--- config.mk ---
export PLATFORM = sky130hd
export DESIGN_NAME = sap_ctrl_seq
export DESIGN_NICKNAME = d
export VERILOG_FILES = /design/src/rtl/sap_ctrl_seq.sv
export SDC_FILE = /design/constraint.sdc
export NUM_CORES = 1
export LEC_CHECK = 0
export CAP_MARGIN = 20
export CORE_AREA = 2 2 39 41
export DETAILED_ROUTE_END_ITERATION = 7
export DIE_AREA = 0 0 41 43
export PLACE_DENSITY = 0.66
export SYNTH_ARGS = -nofsm -noshare
export SYNTH_HDL_FRONTEND = slang
export SYNTH_SLANG_ARGS = --single-unit
--- constraint.sdc ---
create_clock -name clk -period 1.9 [get_ports clk]
set_input_delay 0.285 -clock clk [delete_from_list [all_inputs] [get_ports clk]]
set_output_delay 0.285 -clock clk [all_outputs]
set_load 0.1 [all_outputs]
--- src/rtl/sap_ctrl_seq.sv ---
// SAP-1 controller-sequencer: six-state ring counter clocked on the falling edge,
// opcode decode and the 12-bit control word that gates the datapath.
module sap_ctrl_seq #(
    parameter int OP_W     = 4,
    parameter bit SKIP_NOP = 1'b0
) (
    input  logic            clk,
    input  logic            clr,
    input  logic [OP_W-1:0] opcode,
    output logic [11:0]     ctrl,
    output logic [5:0]      t_state,
    output logic            halted
);

    localparam logic [11:0] CP = 12'h800;
    localparam logic [11:0] EP = 12'h400;
    localparam logic [11:0] LM = 12'h200;
    localparam logic [11:0] CE = 12'h100;
    localparam logic [11:0] LI = 12'h080;
    localparam logic [11:0] EI = 12'h040;
    localparam logic [11:0] LA = 12'h020;
    localparam logic [11:0] EA = 12'h010;
    localparam logic [11:0] SU = 12'h008;
    localparam logic [11:0] EU = 12'h004;
    localparam logic [11:0] LB = 12'h002;
    localparam logic [11:0] LO = 12'h001;

    localparam logic [OP_W-1:0] OP_LDA = OP_W'(4'b0000);
    localparam logic [OP_W-1:0] OP_ADD = OP_W'(4'b0001);
    localparam logic [OP_W-1:0] OP_SUB = OP_W'(4'b0010);
    localparam logic [OP_W-1:0] OP_OUT = OP_W'(4'b1110);
    localparam logic [OP_W-1:0] OP_HLT = OP_W'(4'b1111);

    typedef enum logic [2:0] {
        S_T1   = 3'd0,
        S_T2   = 3'd1,
        S_T3   = 3'd2,
        S_T4   = 3'd3,
        S_T5   = 3'd4,
        S_T6   = 3'd5,
        S_HALT = 3'd6
    } state_t;

    state_t      state_reg;
    state_t      state_next;
    logic [11:0] ctrl_next;
    logic [11:0] w4, w5, w6;
    logic        is_hlt;

    // Falling-edge update keeps ctrl settled across every rising edge.
    always_ff @(negedge clk or posedge clr) begin
        if (clr) begin
            state_reg <= S_T1;
        end else begin
            state_reg <= state_next;
        end
    end

    // Execute-phase words for the current opcode.
    always_comb begin
        w4     = '0;
        w5     = '0;
        w6     = '0;
        is_hlt = 1'b0;
        case (opcode)
            OP_LDA: begin w4 = EI | LM; w5 = CE | LA; end
            OP_ADD: begin w4 = EI | LM; w5 = CE | LB; w6 = LA | EU; end
            OP_SUB: begin w4 = EI | LM; w5 = CE | LB; w6 = LA | SU | EU; end
            OP_OUT: begin w4 = EA | LO; end
            OP_HLT: begin is_hlt = 1'b1; end
            default: ;
        endcase
    end

    // Early return happens when every remaining word of the instruction is zero.
    always_comb begin
        state_next = state_reg;
        ctrl_next  = '0;
        case (state_reg)
            S_T1: begin
                ctrl_next  = EP | LM;
                state_next = S_T2;
            end
            S_T2: begin
                ctrl_next  = CP;
                state_next = S_T3;
            end
            S_T3: begin
                ctrl_next  = CE | LI;
                if (SKIP_NOP && !is_hlt && ((w4 | w5 | w6) == 12'h000))
                    state_next = S_T1;
                else
                    state_next = S_T4;
            end
            S_T4: begin
                ctrl_next = w4;
                if (is_hlt)
                    state_next = S_HALT;
                else if (SKIP_NOP && ((w5 | w6) == 12'h000))
                    state_next = S_T1;
                else
                    state_next = S_T5;
            end
            S_T5: begin
                ctrl_next = w5;
                if (SKIP_NOP && (w6 == 12'h000))
                    state_next = S_T1;
                else
                    state_next = S_T6;
            end
            S_T6: begin
                ctrl_next  = w6;
                state_next = S_T1;
            end
            S_HALT: begin
                state_next = S_HALT;
            end
            default: begin
                state_next = S_T1;
            end
        endcase
    end

    assign ctrl   = clr ? 12'h000 : ctrl_next;
    assign halted = (state_reg == S_HALT);

    generate
        for (genvar gi = 0; gi < 6; gi++) begin : g_tstate
            assign t_state[gi] = (state_reg == state_t'(3'(gi)));
        end
    endgenerate

endmodule

Word-level counts from Yosys, hierarchy flattened
Cells that the tools add are included.

Reductions and logical operators: 4. Muxes and demuxes: 8. Equal/unequal tests: 10.

Operators with widths (count): $pmux 12 s6 (1); $pmux 10 s2 (1); $pmux 3 s6 (1); $pmux 9 s2 (1); $mux 12 (1); $pmux 6 s2 (1); $eq 3x3->1 const B (3); $eq 4x4->1 const B (2); $eq 3x2->1 const B (2); $eq 4x1->1 const B (1); $eq 4x2->1 const B (1); $logic_not 4->1 (1); $eq 3x1->1 const B (1); $logic_not 3->1 (1); $reduce_or 3->1 (1); $mux 2 (1); $reduce_or 2->1 (1); $mux 1 (1).

Bits in registers: 3. Input port bits: 6. Output and inout bits: 19. Word-level logic and storage cells: 23.

Depth between registers and ports, before layout
Depth after elaboration: 5. Depth in mapped cells: 6. Gate-level depth less buffers: 5.

==> impl_metrics.py <==
metrics = {
    "sta": {
        "worst_pin_slew_ns": 0.387,
        "setup_tns_ns": -16.45,
        "clock_skew_ns": 0.00145,
        "setup_ws_ns": -1.02,
        "setup_violations": 20,
        "relSlewSlack_pct": 74.0,
        "slew_violations": 0,
        "rsz0062_at_grt": "yes",
        "hold_viol": 0,
    },
    "setup_path": {
        "cp-end-kind": "output port",
        "path_max_fanout": 2,
        "r2r_slack_ns": 0.62,
        "cp.required_ns": 1.62,
        "reg2reg_depth": 4,
        "r2r-end": "state_reg[1]$_DFF_NP0_",
        "r2r_start": "state_reg[0]$_DFF_NP0_",
        "worstPathArrival_ns": 2.63,
        "worst-setup-path-type": "reg2out",
        "critPathLaunchType": "register",
    },
    "layout": {
        "layout_common_cells": "buf_12 (19), buf_6 (15), buf_4 (14)",
        "nNetsFinal": 107,
        "fillers": 47,
        "n_antenna_cell": 0,
        "seqCellArea_um2": 75.1,
        "largest_reg_flops": 3,
        "final_common_cell": "buf_12",
        "multi_input_area_um2": 417,
        "layout-drive-gt1-share_pct": 76.0,
        "syn2layout_area_growth_pct": 289,
    },
    "logic_synthesis": {
        "synthCells": 48,
        "ys_seq_area_share_pct": 23.0,
        "avgSynthCellArea_um2": 6.80,
        "synth_warnings": 0,
        "synth-seq-cells": 3,
        "syn_nets": 54,
        "ys_types": 23,
        "synth_area_um2": 327,
    },
    "job": {
        "maxCapViolCount": 0,
    },
    "clocking": {
        "clockRootBuffer": "clkbuf_4",
        "numCtsBuffers": 3,
        "htree_levels": 1,
        "clock_latency_ns": 0.25,
        "clockBufferDepth": 2,
        "cts_hold_buf": 0,
        "cts_tree": "done",
        "cts.sinks": 3,
        "cts.reportedPaths.clkPinSlew_ns": 0.03,
    },
    "detailed_routing": {
        "drc": 0,
        "routed_wirelength_um": 1950,
        "viasPerCell": 5.03,
        "antenna_left": 0,
        "firstDrtPassIters": 4,
        "avgRoutedWirePerCell_um": 16.8,
        "drt-initial-drc-count": 6,
        "num_vias": 583,
    },
    "die": {
        "start_util_pct": 23.6,
        "die_w_um": 41,
        "core_area_mm2": 0.00138,
        "dieArea_mm2": 0.00176,
        "rows": 14,
        "fp.dieH_um": 43,
        "ios": 25,
    },
    "hold_path": {
        "hold_path_end": "state_reg[0]$_DFF_NP0_",
        "min_path_cells": 2,
        "min_path_type": "reg2reg",
        "holdCritStartpoint": "state_reg[1]$_DFF_NP0_",
    },
    "grt": {
        "grt_pass1_vias": 584,
        "grt_overflow": 0,
        "grt_max_degree": 8,
        "track_usage_pct": 23.4,
        "grt_pass1_wl_um": 2780,
        "antenna_found_initial": 0,
    },
    "placed_design": {
        "place_congestion": 0.761,
        "dp_hpwl_um": 1170,
        "dp_slack_ns": -0.778,
        "port_buffers": 24,
    },
    "run_status": {
        "status": "complete, but fails checks",
        "violations": "negative setup slack",
    },
}
cells in the mapped netlist, drive strengths merged:
cell type	instances	area [um2]
a211oi	3	22.5
a21oi	2	10.0
a31oi	1	6.26
and3	1	6.26
buf	2	18.8
clkbuf	3	11.3
dfrtn	3	75.1
inv	3	11.3
nand2	3	11.3
nand2b	4	25.0
nand3	1	5.00
nand3b	1	7.51
nand4	1	6.26
nor2	7	26.3
nor3	4	20.0
nor4	3	18.8
o21ai	2	10.0
or2	1	6.26
or3	1	6.26
or4b	1	13.8
xnor2	1	8.76
per-layer routing:
metal / track usage (%) / part of all wire (%) / vias up
li1: - / - / 274
met1: 29.8 / 37 / 286
met2: 37.2 / 58 / 17
met3: 3.66 / 3.1 / 6
met4: 10.0 / 2.4 / 0
met5: 0 / 0 / -
worst max-delay path by stage:
stage                         end                    from
after floorplan           ctrl[4]  state_reg[2]$_DFF_NP0_
after global placement    ctrl[3]  state_reg[2]$_DFF_NP0_
after detailed placement  ctrl[2]  state_reg[2]$_DFF_NP0_
after CTS                 ctrl[5]  state_reg[2]$_DFF_NP0_
after global routing      ctrl[2]  state_reg[2]$_DFF_NP0_
final                     ctrl[2]  state_reg[2]$_DFF_NP0_
metrics by stage:
| stage | area [um2] | cells | hold WS (ns) | util [%] |
|---|---|---|---|---|
| final | 1270 | 116 | 0.675 | 91.7 |
| after global routing | 1270 | 116 | 0.699 | 91.7 |
| after CTS | 1230 | 114 | 0.648 | 88.9 |
| after detailed placement | 1050 | 103 | 0.625 | 76.0 |
| after global placement | 1050 | 103 | 0.615 | 76.0 |
| after floorplan | 505 | 48 | 0.561 | - |
area by class of cell:
cell class                 count  share of cell area (%)
inverter                       3                    1.68
tap                           16                    1.58
clock buffer                   4                    2.07
multi-input combinational     37                    32.8
sequential                     3                    5.92
timing repair buffer          53                    55.9
cells by family after synthesis:
kind of cell              share of synthesized area (%)
AOI/OAI and AO/OA                                  14.9
DFF                                                23.0
xor gates and xnor gates                           2.68
and+or+nand+nor                                    46.7
buffers and inverters                              12.6
critical path, cell delays in order (launching register included):
cell,delay [ns]
dfrtn_1,0.40
or4b_4,0.47
or2_4,0.27
nor2_4,0.11
buf_12,0.18
repair_timing:
action | CTS | global route
buffers inserted | 7 | 4
pin swaps | 5 | 4
endpoints found under the setup margin | 19 | 20
gates resized for setup | 26 | 9
Power is left out: the tool's default activity adds up to more than one toggle a clock period on the data nets, which glitch-free logic cannot reach.
